### src/rtl/glb_psum_gather.sv
// Gathers partial sums from NUM_COL PE columns via round-robin into one tagged FWFT stream (GLB_PSUM_GATHER_CNT_EN adds frame_words).
// Latency: a word accepted at edge N is on out_* in cycle N+1; sustains 1 word/cycle.
// Backpressure: col_ready is zero while the FIFO is full, flush is high or reset is asserted.

module glb_psum_gather_fifo #(
  parameter int WIDTH = 8,
  parameter int DEPTH = 16
) (
  input  logic                     clk,
  input  logic                     rst,
  input  logic                     clr,
  input  logic                     push_vld,
  input  logic [WIDTH-1:0]         push_dat,
  input  logic                     pop_rdy,
  output logic                     pop_vld,
  output logic [WIDTH-1:0]         pop_dat,
  output logic [$clog2(DEPTH):0]   count
);
  localparam int AW = $clog2(DEPTH);
  localparam logic [AW:0] FULL = (AW+1)'(DEPTH);

  logic [WIDTH-1:0] mem [DEPTH];
  logic [AW-1:0]    wr_ptr;
  logic [AW-1:0]    rd_ptr;
  logic             push;
  logic             pop;

  assign pop_vld = (count != '0);
  assign push    = push_vld && (count != FULL);
  assign pop     = pop_rdy && pop_vld;
  // Head is forced to zero when empty so the output reads as zero out of reset.
  assign pop_dat = pop_vld ? mem[rd_ptr] : '0;

  always_ff @(posedge clk or posedge rst) begin
    if (rst) begin
      wr_ptr <= '0;
      rd_ptr <= '0;
      count  <= '0;
    end else if (clr) begin
      wr_ptr <= '0;
      rd_ptr <= '0;
      count  <= '0;
    end else begin
      if (push) wr_ptr <= wr_ptr + AW'(1);
      if (pop)  rd_ptr <= rd_ptr + AW'(1);
      case ({push, pop})
        2'b10:   count <= count + (AW+1)'(1);
        2'b01:   count <= count - (AW+1)'(1);
        default: count <= count;
      endcase
    end
  end

  always_ff @(posedge clk) begin
    if (push && !clr) mem[wr_ptr] <= push_dat;
  end
endmodule

module glb_psum_gather #(
  parameter int DATA_WIDTH = 16,
  parameter int NUM_COL    = 8,
  parameter int FIFO_DEPTH = 16
) (
  input  logic                          clk,
  input  logic                          rst,
  input  logic                          flush,
  input  logic [NUM_COL-1:0]            col_valid,
  output logic [NUM_COL-1:0]            col_ready,
  input  logic [NUM_COL*DATA_WIDTH-1:0] col_data,
  input  logic [NUM_COL-1:0]            col_last,
  output logic                          out_valid,
  input  logic                          out_ready,
  output logic [DATA_WIDTH-1:0]         out_data,
  output logic [$clog2(NUM_COL)-1:0]    out_col,
  output logic                          out_last,
  output logic [$clog2(FIFO_DEPTH):0]   fifo_count,
  output logic                          busy
`ifdef GLB_PSUM_GATHER_CNT_EN
  ,
  output logic [15:0]                   frame_words
`endif
);
  localparam int CW = $clog2(NUM_COL);
  localparam int AW = $clog2(FIFO_DEPTH);
  localparam int EW = CW + 1 + DATA_WIDTH;
  localparam logic [CW:0]   NC       = (CW+1)'(NUM_COL);
  localparam logic [CW-1:0] LAST_COL = CW'(NUM_COL - 1);
  localparam logic [AW:0]   FULL     = (AW+1)'(FIFO_DEPTH);

  logic [CW-1:0]         ptr;
  logic [NUM_COL-1:0]    done_mask;
  logic [NUM_COL-1:0]    eligible;
  logic [NUM_COL-1:0]    gnt_oh;
  logic [CW-1:0]         gnt_idx;
  logic                  gnt_vld;
  logic [CW:0]           cand;
  logic                  accept;
  logic                  acc_last;
  logic                  last_frame;
  logic [DATA_WIDTH-1:0] acc_data;
  logic [EW-1:0]         push_dat;
  logic [EW-1:0]         head_dat;
  logic                  fifo_pop;

  assign eligible = col_valid & ~done_mask;

  // First eligible column at or after ptr, wrapping modulo NUM_COL.
  always_comb begin
    gnt_vld = 1'b0;
    gnt_idx = '0;
    cand    = '0;
    for (int k = 0; k < NUM_COL; k++) begin
      cand = {1'b0, ptr} + (CW+1)'(k);
      if (cand >= NC) cand = cand - NC;
      if (!gnt_vld && eligible[cand[CW-1:0]]) begin
        gnt_vld = 1'b1;
        gnt_idx = cand[CW-1:0];
      end
    end
  end

  assign gnt_oh    = gnt_vld ? ({{(NUM_COL-1){1'b0}}, 1'b1} << gnt_idx) : '0;
  assign col_ready = (gnt_vld && !flush && !rst && (fifo_count != FULL)) ? gnt_oh : '0;
  assign accept    = |(col_valid & col_ready);
  assign acc_data  = col_data[gnt_idx*DATA_WIDTH +: DATA_WIDTH];
  assign acc_last  = col_last[gnt_idx];
  // The granted column is never done, so OR-ing it in tests "all others done".
  assign last_frame = acc_last && (&(done_mask | gnt_oh));
  assign push_dat   = {gnt_idx, last_frame, acc_data};

  always_ff @(posedge clk or posedge rst) begin
    if (rst) begin
      ptr       <= '0;
      done_mask <= '0;
    end else if (flush) begin
      ptr       <= '0;
      done_mask <= '0;
    end else if (accept) begin
      ptr <= (gnt_idx == LAST_COL) ? '0 : gnt_idx + CW'(1);
      if (acc_last) done_mask <= last_frame ? '0 : (done_mask | gnt_oh);
    end
  end

  glb_psum_gather_fifo #(
    .WIDTH (EW),
    .DEPTH (FIFO_DEPTH)
  ) u_fifo (
    .clk      (clk),
    .rst      (rst),
    .clr      (flush),
    .push_vld (accept),
    .push_dat (push_dat),
    .pop_rdy  (out_ready),
    .pop_vld  (out_valid),
    .pop_dat  (head_dat),
    .count    (fifo_count)
  );

  assign {out_col, out_last, out_data} = head_dat;
  assign fifo_pop = out_valid && out_ready;
  assign busy     = (fifo_count != '0) || (|done_mask);

`ifdef GLB_PSUM_GATHER_CNT_EN
  always_ff @(posedge clk or posedge rst) begin
    if (rst) begin
      frame_words <= '0;
    end else if (flush) begin
      frame_words <= '0;
    end else if (fifo_pop) begin
      if (out_last)                      frame_words <= '0;
      else if (frame_words != 16'hFFFF)  frame_words <= frame_words + 16'd1;
    end
  end
`endif
endmodule

### config.mk
export PLATFORM = sky130hd
export DESIGN_NAME = glb_psum_gather
export DESIGN_NICKNAME = d
export VERILOG_FILES = /design/src/rtl/glb_psum_gather.sv
export SDC_FILE = /design/constraint.sdc
export NUM_CORES = 1
export LEC_CHECK = 0
export CORE_MARGIN = 8
export CORE_UTILIZATION = 50
export DETAILED_ROUTE_END_ITERATION = 8
export PLACE_DENSITY = 0.72
export SLEW_MARGIN = 25
export SYNTH_ARGS = -nofsm -noshare
export SYNTH_HDL_FRONTEND = slang
export SYNTH_SLANG_ARGS = --single-unit
export TNS_END_PERCENT = 50
### constraint.sdc
create_clock -name clk -period 7.5 [get_ports clk]
set_input_delay 0.75 -clock clk [delete_from_list [all_inputs] [get_ports clk]]
set_output_delay 0.75 -clock clk [all_outputs]
set_load 0.05 [all_outputs]
# [Yosys cells after proc, flatten, opt, wreduce, memory -nomap -nowiden]
# Memory sizes are Yosys's and may differ from the RTL's.
# Cells that the tools add are included.
[totals] register_bits=24 ram_bits=320 inputBits=148 out_inout_bits=35 elab_cells=147 n_memories=1
[mem_list] name="u_fifo.mem" words=16 width=20 rd=1 rd_clocked_by_memory_dff=0 wr=1 line="22" rtl="logic [WIDTH-1:0] mem [DEPTH];"
[op_classes] addsub=20 magnitude_cmp=17 n_eq_ne=4 n_shift=2 n_mux=60 bitwise=4 reduce_logical=34
[op_table] cell="$shiftx A128 B8 Y16" n=1
[op_table] cell="$mux W3" n=19
[op_table] cell="$mux W8" n=6
[op_table] cell="$lt A3 B4 Y1 const B" n=9
[op_table] cell="$ge A4 B4 Y1 const B" n=7
[op_table] cell="$bmux W1 S3" n=9
[op_table] cell="$sub A3 B1 Y3 const B" n=8
[op_table] cell="$mux W20" n=1
[op_table] cell="$mux W1" n=19
[op_table] cell="$add A3 B3 Y4 const B" n=4
[op_table] cell="$and A8 B8 Y8" n=2
[op_table] cell="$mux W4" n=4
[op_table] cell="$reduce_or A8 Y1" n=2
[op_table] cell="$logic_and A1 B1 Y1" n=14
[op_table] cell="$pmux W5 S2" n=1
[op_table] cell="$logic_not A1 Y1" n=9
[op_table] cell="$add A3 B2 Y4 const B" n=2
[op_table] cell="$add A4 B1 Y4 const B" n=2
[op_table] cell="$not A8 Y8" n=1
[op_table] cell="$or A8 B8 Y8" n=1
[op_table] cell="$reduce_and A8 Y1" n=1
[op_table] cell="$reduce_bool A2 Y1" n=4
[op_table] cell="$shl A1 B3 Y8 const A" n=1
[op_table] cell="$add A5 B1 Y5 const B" n=1
[op_table] cell="13 further kinds" n=13

# [Longest topological paths before layout]
# Gate-level depths: netlist (run 1).
[logic_depth] word_depth=36 mapped_depth=27 ltp_nobuf=25

# [Cells and area by module]
# A second synthesis (run 1) with hierarchy kept.
[hier_totals] hier_cells=1029 hier_area_um2=16179.3
[modules_own_cells] mod="glb_psum_gather_fifo" instances=1 cells_each=619 area_per_inst_um2=13110.1 seq_area_each_um2=9934.5
[modules_own_cells] mod="glb_psum_gather" instances=1 cells_each=410 area_per_inst_um2=3069.2 seq_area_each_um2=275.3

# [Least setup slack after synthesis (run 1)]
# No wires, ideal clock.
[synth_path] path_type="register to register" startpoint="register ptr[1]" endpoint="memory u_fifo.mem[3][0] (netlist name), enable pin" setup_time_ns=0.422 t_arrival_ns=5.474 required_ns=7.078 path_slack_ns=1.604 path_stages_with_launch=18 n_path_buf=5 period_less_slack_ns=5.896 path_cell_list="dfrtp_1 clkinv_1 ha_1 clkbuf_1 clkbuf_1 mux4_2 a211oi_2 a211oi_1 o21a_1 nor2_4 clkbuf_1 clkbuf_1 ha_1 o211ai_1 o211ai_4 buf_4 nand2_1 nor3_1"
[synth_via] elab_chain_cells=36 elab_cells_between_ends=89 classes_between="add/sub: 15; order compare: 8; shift: 1; mux: 44; bitwise: 1; reduce/logical: 20"
[synth_rtl] item="from (decl)" line="90" rtl="logic [CW-1:0] ptr;"
[synth_rtl] item="from (signal assigned)" line="139" rtl="ptr <= (gnt_idx == LAST_COL) ? '0 : gnt_idx + CW'(1);"
[synth_rtl] item="parallel branches: the longest is 29 deep, another holds $add A3 B1 Y4"
[synth_rtl] item="$mux W8 (*)" line="123" rtl="assign col_ready = (gnt_vld && !flush && !rst && (fifo_count != FULL)) ? gnt_oh : '0;"
[synth_rtl] item="$and A8 B8 Y8 (*)" line="124" rtl="assign accept = |(col_valid & col_ready);"
[synth_rtl] item="$reduce_or A8 Y1 (*)" line="124"
[synth_rtl] item="$logic_and A1 B1 Y1 (*)" line="29" rtl="assign push = push_vld && (count != FULL);"
[synth_rtl] item="$logic_and A1 B1 Y1 (*)" line="55" rtl="if (push && !clr) mem[wr_ptr] <= push_dat;"
[synth_rtl] item="$mux W1 (*)" line="55"
[synth_rtl] item="$mux W1 (not written as such) (*)" line="55"
[synth_rtl] item="to (decl)" line="22"
# Mark *: on every way between the ends. The select of a mux whose other input is x is not followed.

# [Worst setup path in the final report (run 1)]
[layout_path] startpoint="register ptr[1]" endpoint="output port col_ready[0]"
[layout_via] elab_chain_cells=30 elab_cells_between_ends=83 classes_between="add/sub: 15; order compare: 8; shift: 1; mux: 42; reduce/logical: 17"
[layout_rtl] item="parallel branches: the longest is 29 deep, another holds $add A3 B1 Y4"
[layout_rtl] item="$mux W8 (*)" line="123"
[layout_rtl] item="to (decl)" line="68" rtl="output logic [NUM_COL-1:0] col_ready,"
# Marked as above.

==> impl_metrics.tcl, run 1 <==
set metrics [dict create \
    yosysWarningCount 0 \
    die_width_microns 195 \
    gp_congestion 0.952 \
    finalSetupViolCount 0 \
    drt_iter0_drc 806 \
    cts_tree "built" \
    pin_count 183 \
    synth_area_sq_um 16100 \
    htree_levels 2 \
    ys_top_cells_by_count "edfxtp_1 (320), nand2_1 (169), mux4_2 (111), nand3_1 (105), and2_1 (42)" \
    cts_root_buf "clkbuf_16" \
    p_leak_nw 6.51 \
    first_pass_iters 5 \
    worstPathArrival_ps 5780 \
    cp.required_ps 6750 \
    worstSetupStartpointType "flip-flop" \
    tightestPinTransition_ps 977 \
    min_period_ps 6530 \
    max_freq_ghz 0.153 \
    dp_slack_ps 1340 \
    antenna_cells 0 \
    finalHoldViolCount 0 \
    postSynth.topFlopCell "edfxtp_1" \
    die_area_sq_um 38100 \
    drc 0 \
    cts.clk_slew.worst_paths_ps 60 \
    synth-edff-count 320 \
    grt_use_total_pct 21.1 \
    grt_overflow 0 \
    yosysMostFrequentCell "edfxtp_1" \
    reg2reg_to "u_fifo.count[4]" \
    setup_ws_ps 965 \
    crit_type "flip-flop to output pin" \
    nNetsFinal 1405 \
    routedWlPerCell_microns 24.0 \
    clock_path_buffers 3 \
    routed_wl_microns 40100 \
    cts.sinks 344 \
    synth_area_leader_cell "edfxtp_1" \
    r2r_slack_ps 1330 \
    area.growth.synth_to_final_pct 20.7 \
    ff2ff_path_depth 21 \
    fin_crit_sh_pct 87.1 \
    fp.coreArea_sq_um 31600 \
    io_buffers 182 \
    hp-class "flip-flop to flip-flop" \
    fp.dieH_microns 195 \
    grt_max_degree 86 \
    antenna_found_initial 0 \
    ctsHoldBuffers 0 \
    syn_inst 1064 \
    row_count 65 \
    synth_top_area_share_pct 59.8 \
    drive_gt1_share_pct 16.9 \
    initial_utilization_pct 50.8 \
    p_total_w 0.00893 \
    cts_made_buffers 35 \
    rr_startpoint "ptr[1]" \
    critPathCapture "col_ready[0]" \
    timing.slew.headroom_pct 34.8 \
    powerDensity_nw_per_um2 460 \
    grt_pass1_wl_microns 61600 \
    async_flop_share_pct 6.98 \
    cts_resized 0 \
    grt_setup_unrepaired "false" \
    synthTopCellsByArea "edfxtp_1 (60%), mux4_2 (16%), nand2_1 (3.9%)" \
    dp_hpwl_microns 26600 \
    crit_fanout 56 \
    cap_violations 0 \
    vdd_ir_drop_max_v 0.000564 \
    fin_skew_ps 17.2 \
    ys_seq_elements 344 \
    hold_path_depth 2 \
    vias 10000 \
    syn_avg_cell_area_sq_um 15.1 \
    clk-insertion-delay-late_ps 520 \
    cp-end-kind "output pin" \
    antenna_left 0 \
    slew_violations 0 \
    status "finished clean" \
    worstSetupStartpoint "ptr[1]" \
    tns_ps 0 \
    cts_setup_buffers 0 \
    yosysSeqAreaShare_pct 63.5 \
    grt_pass1_vias 10500 \
    synth_nets 1225 \
    via_per_inst 6.01 \
    yosys.cell_types.count 73 \
]
state kept, by name, indices dropped and copies added (netlist names):
name / flops
u_fifo.count: 5
u_fifo.rd_ptr: 4
done_mask: 8
u_fifo.mem: 320
ptr: 3
u_fifo.wr_ptr: 4
layer usage:
layer | wire [microns] | GRT usage, % | up-vias
met5 | 0 | 0 | -
met4 | 880 | 5.84 | 0
met3 | 2910 | 4.44 | 62
met2 | 20100 | 36.1 | 431
met1 | 16200 | 27.0 | 5050
li1 | - | - | 4492
metrics by stage:
step / hold WS (ps) / std cells / util [%] / area (sq um)
after floorplan: 526 / 1064 / - / 16100
after global placement: 530 / 1609 / 57.9 / 18300
after detailed placement: 528 / 1609 / 57.9 / 18300
after CTS: 545 / 1670 / 61.3 / 19400
after global routing: 604 / 1670 / 61.3 / 19400
final: 541 / 1670 / 61.3 / 19400
power by group:
group          internal [W]  switching [W]
registers           0.00319       0.000101
logic               0.00120        0.00279
clock network      0.000954       0.000691
cell type report:
type / instances / area [sq um]
fill: 2372 / 12200
sequential: 344 / 10200
multi-input combinational: 641 / 5550
timing repair buffer: 205 / 1990
clock buffer: 46 / 937
tap: 402 / 503
clock inverter: 15 / 140
inverter: 17 / 63.8
worst min-delay path by stage:
stage                           startpoint               end  slack (ps)
final                     u_fifo.rd_ptr[3]  u_fifo.rd_ptr[3]         540
after global routing      u_fifo.rd_ptr[3]  u_fifo.rd_ptr[3]         600
after CTS                 u_fifo.rd_ptr[3]  u_fifo.rd_ptr[3]         550
after detailed placement  u_fifo.rd_ptr[3]  u_fifo.rd_ptr[3]         530
after global placement    u_fifo.rd_ptr[3]  u_fifo.rd_ptr[3]         530
after floorplan               done_mask[3]      done_mask[3]         530
placed cells by master, fill, tap and decap left out, types with 4 or more instances in the layout:
cell | netlist | layout
a211oi_1 | 6 | 6
a21o_1 | 5 | 5
a21oi_1 | 8 | 8
a32oi_1 | 10 | 10
and2_1 | 42 | 41
and3_1 | 8 | 5
buf_4 | 2 | 23
clkbuf_1 | 31 | 9
clkbuf_16 | 0 | 35
clkdlybuf4s50_1 | 0 | 182
clkinv_1 | 1 | 7
clkinv_2 | 0 | 5
dfrtp_1 | 24 | 21
edfxtp_1 | 320 | 320
ha_1 | 12 | 12
inv_1 | 13 | 12
mux2_2 | 4 | 4
mux2i_1 | 10 | 10
mux4_2 | 111 | 111
nand2_1 | 169 | 169
nand2b_1 | 9 | 9
nand3_1 | 105 | 105
nand3b_1 | 8 | 8
nand4_1 | 4 | 4
nor2_1 | 38 | 37
nor2b_1 | 9 | 9
nor4_1 | 4 | 4
o211ai_1 | 5 | 5
o21ai_0 | 13 | 13
xnor2_1 | 5 | 5
xor2_1 | 5 | 5
critical path: stages (launching register included):
cell	delay (ps)
dfrtp_1	670
clkinv_1	450
ha_1	320
xor2_1	450
mux4_2	620
o21ai_0	160
a32oi_1	70
o32a_1	410
mux2i_4	170
buf_4	520
inv_2	440
nand2_1	190
nor2_1	60
clkdlybuf4s50_1	700
cell families (layout without fill, tap and decap cells):
family          Yosys count  after routing  share of synthesized area [%]
simple gates            416            416                           12.4
flops                   344            344                           63.5
mux                     127            127                           16.7
buf+inv                  79            283                           2.04
compound gates           73             73                           3.53
fa+ha+maj                13             13                           1.06
xor+xnor                 12             12                          0.747
(Power assumes the default switching activity.)
==> run 2: changes to the inputs <==
==> constraint.sdc (replaced) <==
create_clock -name clk -period 7.5 [get_ports clk]
set_input_delay 1.125 -clock clk [delete_from_list [all_inputs] [get_ports clk]]
set_output_delay 1.125 -clock clk [all_outputs]
set_load 0.05 [all_outputs]
==> impl_metrics.tcl, run 2 (synthesized netlist as in run 1, its figures left out) <==
set metrics [dict create \
    fp.dieH_microns 195 \
    status "finished clean" \
    finalHoldViolCount 0 \
    max_freq_ghz 0.157 \
    antenna_left 0 \
    worstSetupStartpointType "primary input" \
    htree_levels 2 \
    vias 10200 \
    dp_hpwl_microns 26800 \
    nNetsFinal 1410 \
    final_cell_mix "edfxtp_1 (320), clkdlybuf4s50_1 (178), nand2_1 (169)" \
    fp.coreArea_sq_um 31600 \
    clock_path_buffers 3 \
    antenna_found_initial 0 \
    cts.clk_slew.worst_paths_ps 60 \
    routedWlPerCell_microns 24.7 \
    cts_root_buf "clkbuf_16" \
    cts_tree "built" \
    grt_use_total_pct 21.5 \
    cap_violations 0 \
    instances_no_fill 1674 \
    grt_pass1_wl_microns 62600 \
    gp_congestion 0.882 \
    clk-insertion-delay-late_ps 500 \
    timing.slew.headroom_pct 34.0 \
    slew_violations 0 \
    area.growth.synth_to_final_pct 20.7 \
    grt_pass1_vias 10500 \
    final_common_cell "edfxtp_1" \
    crit_fanout 69 \
    routed_wl_microns 41300 \
    grt_overflow 0 \
    die_area_sq_um 38100 \
    antenna_cells 0 \
    fin_skew_ps 19.5 \
    cts_setup_buffers 0 \
    tightestPinTransition_ps 987 \
    powerDensity_nw_per_um2 457 \
    largest_register_ffs 320 \
    cp-end-kind "output pin" \
    fin_crit_sh_pct 84.9 \
    regMostFlops "u_fifo.mem" \
    die_width_microns 195 \
    vdd_ir_drop_max_v 0.000437 \
    worstPathArrival_ps 5240 \
    via_per_inst 6.08 \
    setup_ws_ps 1130 \
    dp.cells 1614 \
    grt_setup_unrepaired "false" \
    dp_slack_ps 974 \
    p_leak_nw 6.53 \
    io_buffers 182 \
    worst_hold_slack_ps 610 \
    first_pass_iters 5 \
    drive_gt1_share_pct 17.1 \
    cp.required_ps 6380 \
    drc 0 \
    cts.sinks 344 \
    drt_iter0_drc 858 \
    cts_resized 0 \
    tns_ps 0 \
    crit_type "primary input to output pin" \
    pin_count 183 \
    grt_max_degree 86 \
    initial_utilization_pct 50.8 \
    hp-class "flip-flop to flip-flop" \
    row_count 65 \
    min_period_ps 6370 \
    ctsHoldBuffers 0 \
    biggestRegsByFlops "u_fifo.mem: 320 flops, done_mask: 8 flops, u_fifo.count: 5 flops" \
    finalSetupViolCount 0 \
    cts_made_buffers 34 \
]
-- run 2: cell count changes in the layout (fill, tap and decap cells not counted), moves of 2 or more --
cell and change:
and3_2 -3, and3_1 +3, clkdlybuf4s50_1 -4, buf_4 +8
bufinv_16 -2
-- run 2: final timing paths --
kind	start	end	slack [ps]	cells after the start
worst min register to register	done_mask[3]	done_mask[3]	610	2
worst max-delay path	col_valid[6]	col_ready[4]	1130	12
min in group asynchronous	rst	done_mask[3]	1050	2
worst max register to register	ptr[1]	u_fifo.count[4]	1500	22
max in group asynchronous	rst	u_fifo.rd_ptr[0]	5970	2
worst min-delay path	done_mask[3]	done_mask[3]	610	2
-- run 2: critical path: stages --
cell             delay (ps)
clkdlybuf4s50_1         550
or3b_1                  410
and2_1                  200
mux4_2                  560
nand2b_1                200
nor4_1                  100
o21a_1                  250
nor2_4                  140
buf_4                   560
nand2_1                 160
nor2_1                  120
clkdlybuf4s50_1         820
-- run 2: cell type report --
type	instances	area [sq um]
fill	2348	12200
clock inverter	14	82.6
timing repair buffer	211	2060
tap	402	503
inverter	17	63.8
multi-input combinational	641	5540
clock buffer	45	933
sequential	344	10200
-- run 2: through the flow --
stage	util (%)	total power, W	instance area, sq um
global route	61.3	0.00934	19400
finish	61.3	0.00886	19400
global placement	58.0	0.00730	18400
detailed placement	58.0	0.00738	18400
CTS	61.2	0.00893	19400
floorplan	-	0.00597	16100
-- run 2: per-layer routing --
metal	wire length, microns	GRT usage, %	vias to the layer above
met3	3420	4.71	60
met5	0	0	-
met4	945	5.47	0
met2	19800	35.0	493
li1	-	-	4512
met1	17200	29.2	5112
-- run 2: power breakdown --
part / total [W] / internal (W) / leakage, nW / switching [W]
Clock: 0.00155 / 0.000880 / 0.494 / 0.000672
Combinational: 0.00402 / 0.00122 / 2.84 / 0.00280
Sequential: 0.00329 / 0.00319 / 3.19 / 0.000100
Total: 0.00886 / 0.00529 / 6.53 / 0.00357
